==> src/rtl/fpu_pkg.sv <==
// Shared FPU constants and small combinational helpers for the divide pipeline.
package fpu_pkg;

  // Rounding-mode encodings carried on rm.
  localparam logic [1:0] RM_RNE = 2'd0;
  localparam logic [1:0] RM_RTZ = 2'd1;
  localparam logic [1:0] RM_RDN = 2'd2;
  localparam logic [1:0] RM_RUP = 2'd3;

  // Canonical quiet NaN and magnitude patterns (sign bit excluded).
  localparam logic [31:0] QNAN       = 32'h7FC0_0000;
  localparam logic [30:0] MAG_INF    = 31'h7F80_0000;
  localparam logic [30:0] MAG_MAXFIN = 31'h7F7F_FFFF;

  // Bit positions inside the 5-bit flags vector {invalid, dz, overflow, underflow, inexact}.
  localparam int FLAG_INV = 4;
  localparam int FLAG_DZ  = 3;
  localparam int FLAG_OVF = 2;
  localparam int FLAG_UNF = 1;
  localparam int FLAG_NX  = 0;

  localparam logic [9:0] EXP_BIAS = 10'd127;
  localparam logic [9:0] EXP_MAX  = 10'd255;

  // Round-increment decision from mode, sign, guard, sticky and mantissa LSB.
  function automatic logic round_inc(input logic [1:0] rm, input logic sign,
                                     input logic g, input logic s, input logic lsb);
    logic inc;
    case (rm)
      RM_RNE:  inc = g & (s | lsb);
      RM_RTZ:  inc = 1'b0;
      RM_RDN:  inc = sign & (g | s);
      RM_RUP:  inc = ~sign & (g | s);
      default: inc = 1'b0;
    endcase
    return inc;
  endfunction

  // Overflowed result: infinity or largest finite depending on mode and sign.
  function automatic logic [31:0] ovf_result(input logic [1:0] rm, input logic sign);
    logic [31:0] res;
    case (rm)
      RM_RNE:  res = {sign, MAG_INF};
      RM_RTZ:  res = {sign, MAG_MAXFIN};
      RM_RDN:  res = sign ? {1'b1, MAG_INF} : {1'b0, MAG_MAXFIN};
      RM_RUP:  res = sign ? {1'b1, MAG_MAXFIN} : {1'b0, MAG_INF};
      default: res = {sign, MAG_INF};
    endcase
    return res;
  endfunction

endpackage

==> src/rtl/fdiv_round_pack_rshift_sticky.sv <==
// 26-bit logical right shift with saturating amount; every bit shifted out
// is ORed into a sticky output so rounding still sees the lost precision.
module fdiv_rshift_sticky (
  input  logic [25:0] i_data,
  input  logic [4:0]  i_shamt,
  output logic [25:0] o_data,
  output logic        o_sticky
);

  logic [4:0]  w_amt;
  logic [25:0] w_mask;

  // Saturate the amount at 26 (everything out) and collect the discarded bits.
  always_comb begin
    w_amt = 5'd0;
    if (i_shamt > 5'd26) begin
      w_amt = 5'd26;
    end else begin
      w_amt = i_shamt;
    end
    o_data   = i_data >> w_amt;
    w_mask   = ~(26'h3FF_FFFF << w_amt);
    o_sticky = |(i_data & w_mask);
  end

endmodule

==> src/rtl/fdiv_round_pack.sv <==
// Normalize / round / pack stage of the binary32 divider. Stage 1 normalizes
// the quotient and denormalizes tiny results; stage 2 rounds, detects
// overflow, applies special classes and registers the packed result.
module fdiv_round_pack
  import fpu_pkg::*;
(
  input  logic        clk,
  input  logic        clrn,
  input  logic        ena,
  input  logic        in_valid,
  input  logic [31:0] q,
  input  logic        sign,
  input  logic [9:0]  exp,
  input  logic [1:0]  rm,
  input  logic        s_nan,
  input  logic        s_inf,
  input  logic        s_zero,
  input  logic        s_inv,
  input  logic        s_dz,
  output logic [31:0] result,
  output logic [4:0]  flags,
  output logic        out_valid
);

  // ---------------- stage 1: normalize ----------------
  logic [23:0]        w_m;
  logic               w_g;
  logic               w_s;
  logic signed [10:0] w_e;
  logic               w_tiny;
  logic signed [10:0] w_diff;
  logic [4:0]         w_shamt;
  logic [25:0]        w_sh_data;
  logic               w_sh_sticky;
  logic [23:0]        w_n_m;
  logic               w_n_g;
  logic               w_n_s;
  logic [9:0]         w_n_e;

  // Select the 24-bit significand window depending on the integer bit.
  always_comb begin
    w_m = 24'd0;
    w_g = 1'b0;
    w_s = 1'b0;
    w_e = 11'sd0;
    if (q[31]) begin
      w_m = q[31:8];
      w_g = q[7];
      w_s = |q[6:0];
      w_e = {exp[9], exp};
    end else begin
      w_m = q[30:7];
      w_g = q[6];
      w_s = |q[5:0];
      w_e = {exp[9], exp} - 11'sd1;
    end
  end

  // Tiny results need a right shift of 1-e; clamp to 5 bits (shifter caps at 26).
  always_comb begin
    w_tiny  = (w_e <= 11'sd0);
    w_diff  = 11'sd1 - w_e;
    w_shamt = 5'd0;
    if (!w_tiny) begin
      w_shamt = 5'd0;
    end else if (w_diff > 11'sd31) begin
      w_shamt = 5'd31;
    end else begin
      w_shamt = w_diff[4:0];
    end
  end

  fdiv_rshift_sticky u_rshift (
    .i_data   ({w_m, w_g, w_s}),
    .i_shamt  (w_shamt),
    .o_data   (w_sh_data),
    .o_sticky (w_sh_sticky)
  );

  // Choose the denormalized operand for tiny results, else pass through.
  always_comb begin
    w_n_m = w_m;
    w_n_g = w_g;
    w_n_s = w_s;
    w_n_e = w_e[9:0];
    if (w_tiny) begin
      w_n_m = w_sh_data[25:2];
      w_n_g = w_sh_data[1];
      w_n_s = w_sh_data[0] | w_sh_sticky;
      w_n_e = 10'd0;
    end else begin
      w_n_m = w_m;
      w_n_g = w_g;
      w_n_s = w_s;
      w_n_e = w_e[9:0];
    end
  end

  logic        r_s1_valid;
  logic        r_s1_sign;
  logic [1:0]  r_s1_rm;
  logic [23:0] r_s1_m;
  logic        r_s1_g;
  logic        r_s1_s;
  logic [9:0]  r_s1_e;
  logic        r_s1_tiny;
  logic        r_s1_nan;
  logic        r_s1_inf;
  logic        r_s1_zero;
  logic        r_s1_inv;
  logic        r_s1_dz;

  // Stage-1 boundary register; holds while ena is low.
  always_ff @(posedge clk or negedge clrn) begin
    if (!clrn) begin
      r_s1_valid <= 1'b0;
      r_s1_sign  <= 1'b0;
      r_s1_rm    <= 2'd0;
      r_s1_m     <= 24'd0;
      r_s1_g     <= 1'b0;
      r_s1_s     <= 1'b0;
      r_s1_e     <= 10'd0;
      r_s1_tiny  <= 1'b0;
      r_s1_nan   <= 1'b0;
      r_s1_inf   <= 1'b0;
      r_s1_zero  <= 1'b0;
      r_s1_inv   <= 1'b0;
      r_s1_dz    <= 1'b0;
    end else if (ena) begin
      r_s1_valid <= in_valid;
      r_s1_sign  <= sign;
      r_s1_rm    <= rm;
      r_s1_m     <= w_n_m;
      r_s1_g     <= w_n_g;
      r_s1_s     <= w_n_s;
      r_s1_e     <= w_n_e;
      r_s1_tiny  <= w_tiny;
      r_s1_nan   <= s_nan;
      r_s1_inf   <= s_inf;
      r_s1_zero  <= s_zero;
      r_s1_inv   <= s_inv;
      r_s1_dz    <= s_dz;
    end
  end

  // ---------------- stage 2: round and pack ----------------
  logic        w_inc;
  logic [24:0] w_sum;
  logic [23:0] w_mr;
  logic [9:0]  w_er;
  logic        w_nx;
  logic        w_ovf;
  logic [31:0] w_result;
  logic [4:0]  w_flags;

  // Round the significand; a carry renormalizes, a subnormal reaching the
  // hidden bit becomes the smallest normal.
  always_comb begin
    w_inc = round_inc(r_s1_rm, r_s1_sign, r_s1_g, r_s1_s, r_s1_m[0]);
    w_sum = {1'b0, r_s1_m} + {24'd0, w_inc};
    w_mr  = 24'd0;
    w_er  = 10'd0;
    if (w_sum[24]) begin
      w_mr = 24'h80_0000;
      w_er = r_s1_e + 10'd1;
    end else if ((r_s1_e == 10'd0) && w_sum[23]) begin
      w_mr = w_sum[23:0];
      w_er = 10'd1;
    end else begin
      w_mr = w_sum[23:0];
      w_er = r_s1_e;
    end
    w_nx  = r_s1_g | r_s1_s;
    w_ovf = (w_er >= EXP_MAX);
  end

  // Special classes override the arithmetic result and its flags.
  always_comb begin
    w_result = 32'd0;
    w_flags  = 5'd0;
    if (r_s1_nan) begin
      w_result           = QNAN;
      w_flags[FLAG_INV]  = r_s1_inv;
    end else if (r_s1_inf) begin
      w_result           = {r_s1_sign, MAG_INF};
      w_flags[FLAG_DZ]   = r_s1_dz;
    end else if (r_s1_zero) begin
      w_result           = {r_s1_sign, 31'd0};
    end else if (w_ovf) begin
      w_result           = ovf_result(r_s1_rm, r_s1_sign);
      w_flags[FLAG_OVF]  = 1'b1;
      w_flags[FLAG_NX]   = 1'b1;
    end else begin
      w_result           = {r_s1_sign, w_er[7:0], w_mr[22:0]};
      w_flags[FLAG_UNF]  = r_s1_tiny & w_nx;
      w_flags[FLAG_NX]   = w_nx;
    end
  end

  // Output registers; hold while ena is low.
  always_ff @(posedge clk or negedge clrn) begin
    if (!clrn) begin
      result    <= 32'd0;
      flags     <= 5'd0;
      out_valid <= 1'b0;
    end else if (ena) begin
      result    <= w_result;
      flags     <= w_flags;
      out_valid <= r_s1_valid;
    end
  end

endmodule

==> config.mk <==
export PLATFORM = sky130hd
export DESIGN_NAME = fdiv_round_pack
export DESIGN_NICKNAME = d
export VERILOG_FILES = /design/src/rtl/fpu_pkg.sv /design/src/rtl/fdiv_round_pack_rshift_sticky.sv /design/src/rtl/fdiv_round_pack.sv
export SDC_FILE = /design/constraint.sdc
export NUM_CORES = 1
export LEC_CHECK = 0
export CAP_MARGIN = 10
export CELL_PAD_IN_SITES_DETAIL_PLACEMENT = 2
export CELL_PAD_IN_SITES_GLOBAL_PLACEMENT = 2
export CORE_MARGIN = 10
export CORE_UTILIZATION = 30
export CTS_BUF_LIST = sky130_fd_sc_hd__clkbuf_4
export DETAILED_ROUTE_END_ITERATION = 8
export PLACE_DENSITY_LB_ADDON = 0.12
export REMOVE_ABC_BUFFERS = 1
export SETUP_SLACK_MARGIN = 0.15
export SKIP_CTS_REPAIR_TIMING = 1
export SLEW_MARGIN = 30
export SYNTH_ARGS = -nofsm -noshare
export SYNTH_HDL_FRONTEND = slang
export SYNTH_SLANG_ARGS = --single-unit
==> constraint.sdc <==
create_clock -name clk -period 5.3 [get_ports clk]
set_input_delay 1.06 -clock clk [delete_from_list [all_inputs] [get_ports clk]]
set_output_delay 1.06 -clock clk [all_outputs]
set_load 0.03 [all_outputs]
==> results.py <==
metrics = {
    "placement": {
        "dp.cells": 1375,
        "placed_area_um2": 9275,
        "port_buffers": 91,
        "place.gp.congestion": 0.9150,
        "hpwlAfterDp_mm": 26.07,
    },
    "pwr": {
        "clkPwrFrac": 0.184,
        "ir_worst_vdd_mv": 0.08264,
        "intPower_uw": 1159,
        "p_seq_frac": 0.395,
        "power_density_nw_per_um2": 204.3,
        "power.switching_uw": 805.3,
        "power_uw": 1964,
        "power.leakage_uw": 0.003896,
        "p_comb_frac": 0.421,
        "swShare": 0.4100,
    },
    "floorplanning": {
        "ioPinCount": 92,
        "start_util": 0.3037,
        "fp.dieArea_um2": 30170,
        "die_y_um": 173.7,
        "die_w_um": 173.7,
        "placementRows": 56,
        "fp.coreArea_um2": 23330,
    },
    "sta": {
        "finalHoldViolations": 0,
        "slew_violations": 0,
        "worstMarginPinSlew_ns": 0.9691,
        "skew_ns": 0.02129,
        "rsz0062_at_grt": "no",
        "fmax_mhz": 199.4,
        "slew-limit-headroom": 0.3355,
        "period_minus_slack_ns": 5.015,
        "final-setup-viol-count": 0,
        "setup_tns_ns": 0,
        "finalCritPeriodShare": 0.9462,
    },
    "clocking": {
        "insertion_delay_ns": 0.45,
        "htree_levels": 3,
        "root_buffer": "clkbuf_4",
        "cts_tree": "built",
        "numCtsBuffers": 9,
        "clock-sinks": 84,
        "cts_buffer_depth": 2,
        "clkTransAtPathRegs_ns": 0.15,
    },
    "synthesis": {
        "synth_seq_cells": 84,
        "ys_async_sr_fraction": 1.000,
        "synth_warnings": 0,
        "syn_area_um2": 7086,
        "synth-edff-count": 0,
        "synthDistinctLibCells": 81,
        "netlist_instances": 877,
        "synthFlopType": "dfrtp_1",
        "yosysSeqAreaShare": 0.2967,
        "avgSynthCellArea_um2": 8.079,
    },
    "layout": {
        "stdcell_count": 1395,
        "final_net_count": 1131,
        "design_area_um2": 9615,
        "areaGrowthSynthToFinish_pct": 35.71,
        "drive_above_1_share": 0.2316,
    },
    "global_route": {
        "grt_max_degree": 70,
        "grt_pass1_vias": 8562,
        "grt_antenna_before_repair": 1,
        "gr-total-overflow": 0,
        "grt_usage": 0.2100,
        "grt_pass1_wl_mm": 51.48,
    },
    "detailed_routing": {
        "ant_nets": 0,
        "drc": 0,
        "firstDrtPassIters": 5,
        "vias_per_cell": 5.581,
        "wl_per_cell_um": 23.35,
        "drt_wl_total_mm": 32.58,
        "drt_iter0_markers": 514,
        "route.vias.total": 7786,
    },
    "setup_path": {
        "crit_type": "in -> reg",
        "crit_fanout": 6,
        "crit_path_end_kind": "register",
        "cp-start-kind": "input port",
        "worstPathArrival_ns": 5.33,
        "crit_required_ns": 5.62,
    },
    "run": {
        "drv_cap": 0,
    },
    "min_path": {
        "hold_path_class": "reg -> reg",
    },
    "status": {
        "status": "finished, final reports clean",
    },
}
-- sequential cells by signal (all words and copies together) (netlist names), 2 cells and up --
register  count
r_s1_m       24
flags         5
result       32
r_s1_rm       2
r_s1_e       10
-- final timing paths --
path | startpoint | to | slack, ns | depth (start not counted)
hold / removal | result[18] | result[18] | 0.51 | 1
max in group asynchronous | clrn | r_s1_m[14] | 3.73 | 2
min in group asynchronous | clrn | r_s1_inv | 0.54 | 1
setup reg to reg | r_s1_sign | result[22] | 0.74 | 16
hold reg to reg | result[18] | result[18] | 0.51 | 1
setup / recovery | exp[2] | r_s1_s | 0.28 | 14
-- per-stage QoR --
stage	hold slack, ns	util	worst slack (ns)
final	0.5091	0.4121	0.2850
after global routing	0.5309	0.4121	0.1533
after CTS	0.5109	0.4029	-0.03667
after detailed placement	0.4774	0.3975	-0.5371
after global placement	0.4689	0.3975	-0.3577
after floorplan	0.4733	-	-0.6413
-- final cells by class --
| class | instances | area (µm²) |
|---|---|---|
| diodes | 1 | 2.502 |
| clock inverters | 7 | 58.81 |
| well taps | 319 | 399.1 |
| multi-input cells | 706 | 4811 |
| inverters | 27 | 101.3 |
| flip-flops and latches | 84 | 2102 |
| repair buffers | 242 | 2073 |
| fillers | 2650 | 13720 |
| clock buffers | 9 | 67.56 |
-- power by group through the flow --
stage	clock (µW)	combinational, µW	sequential, µW
6_report	361	826	776
5_1_grt	402	898	789
4_1_cts	376	807	776
3_5_place_dp	0	802	788
3_3_place_gp	0	778	781
2_1_floorplan	0	351	823
-- layer usage --
| layer | wire length [µm] | up-vias | track usage |
|---|---|---|---|
| li1 | - | 3645 | - |
| met1 | 15190 | 3978 | 0.2733 |
| met2 | 16160 | 143 | 0.3682 |
| met3 | 933 | 20 | 0.02548 |
| met4 | 301 | 0 | 0.03563 |
| met5 | 0 | - | 0 |
-- worst max-delay path, stage by stage --
cell and delay [ns]:
clkdlybuf4s50_1 0.50, or4_1 0.63, or3_1 0.44, buf_4 0.16
xor2_1 0.15, a311oi_2 0.14, nor2_1 0.20, o21a_2 0.20
nand3_1 0.11, a221o_1 0.38, a311o_1 0.33, or4_4 0.55
o41ai_2 0.30, o221ai_1 0.16
-- kinds of logic (layout without fill, tap and decap cells) --
group | count (synthesis) | in the layout | synth area share
AOI/OAI and AO/OA | 276 | 276 | 0.2684
muxes | 77 | 77 | 0.1146
xor gates and xnor gates | 43 | 43 | 0.05315
DFF | 84 | 84 | 0.2967
adders and majority gates | 7 | 7 | 0.01236
buffers and inverters | 87 | 285 | 0.04927
other | 0 | 1 | 0
and+or+nand+nor | 303 | 303 | 0.2055
-- synth_stat cells, drive strengths merged, types with 12 or more instances --
cell type,number,area [µm²]
xnor2,32,280.3
dfrtp,84,2102
nand3,43,215.2
mux2,23,259.0
mux2i,53,530.5
a21oi,61,305.3
a31oi,19,118.9
clkbuf,44,165.2
nor3,18,101.4
buf,16,82.58
o2bb2ai,24,210.2
nor2,91,341.6
o22a,12,105.1
a211oi,17,140.1
inv,26,97.59
o21ai,60,307.8
nand2,80,307.8
-- placed cells by master, fill, tap and decap left out, types with 4 or more instances in the layout --
master,n
o21ai_0,54
o2bb2ai_1,24
mux2i_1,46
o221ai_1,4
and4_1,5
a211oi_2,4
o22a_1,12
o211ai_1,7
nand3_1,43
clkbuf_4,9
buf_4,147
nand2_1,78
nand2b_1,8
nor2b_1,5
clkdlybuf4s50_1,86
nor4_1,5
xor2_1,10
and3_1,10
dfrtp_1,84
nor3_1,17
mux2i_2,7
mux2_2,23
o22ai_1,8
or3_1,7
nand4_1,9
a2bb2oi_1,4
a221oi_1,5
inv_1,24
a22oi_1,4
ha_1,6
a21oi_1,58
xnor2_1,31
and2_1,5
a31oi_1,19
a211oi_1,12
nor2_1,89
No activity file was read; power rests on OpenSTA's default activity.
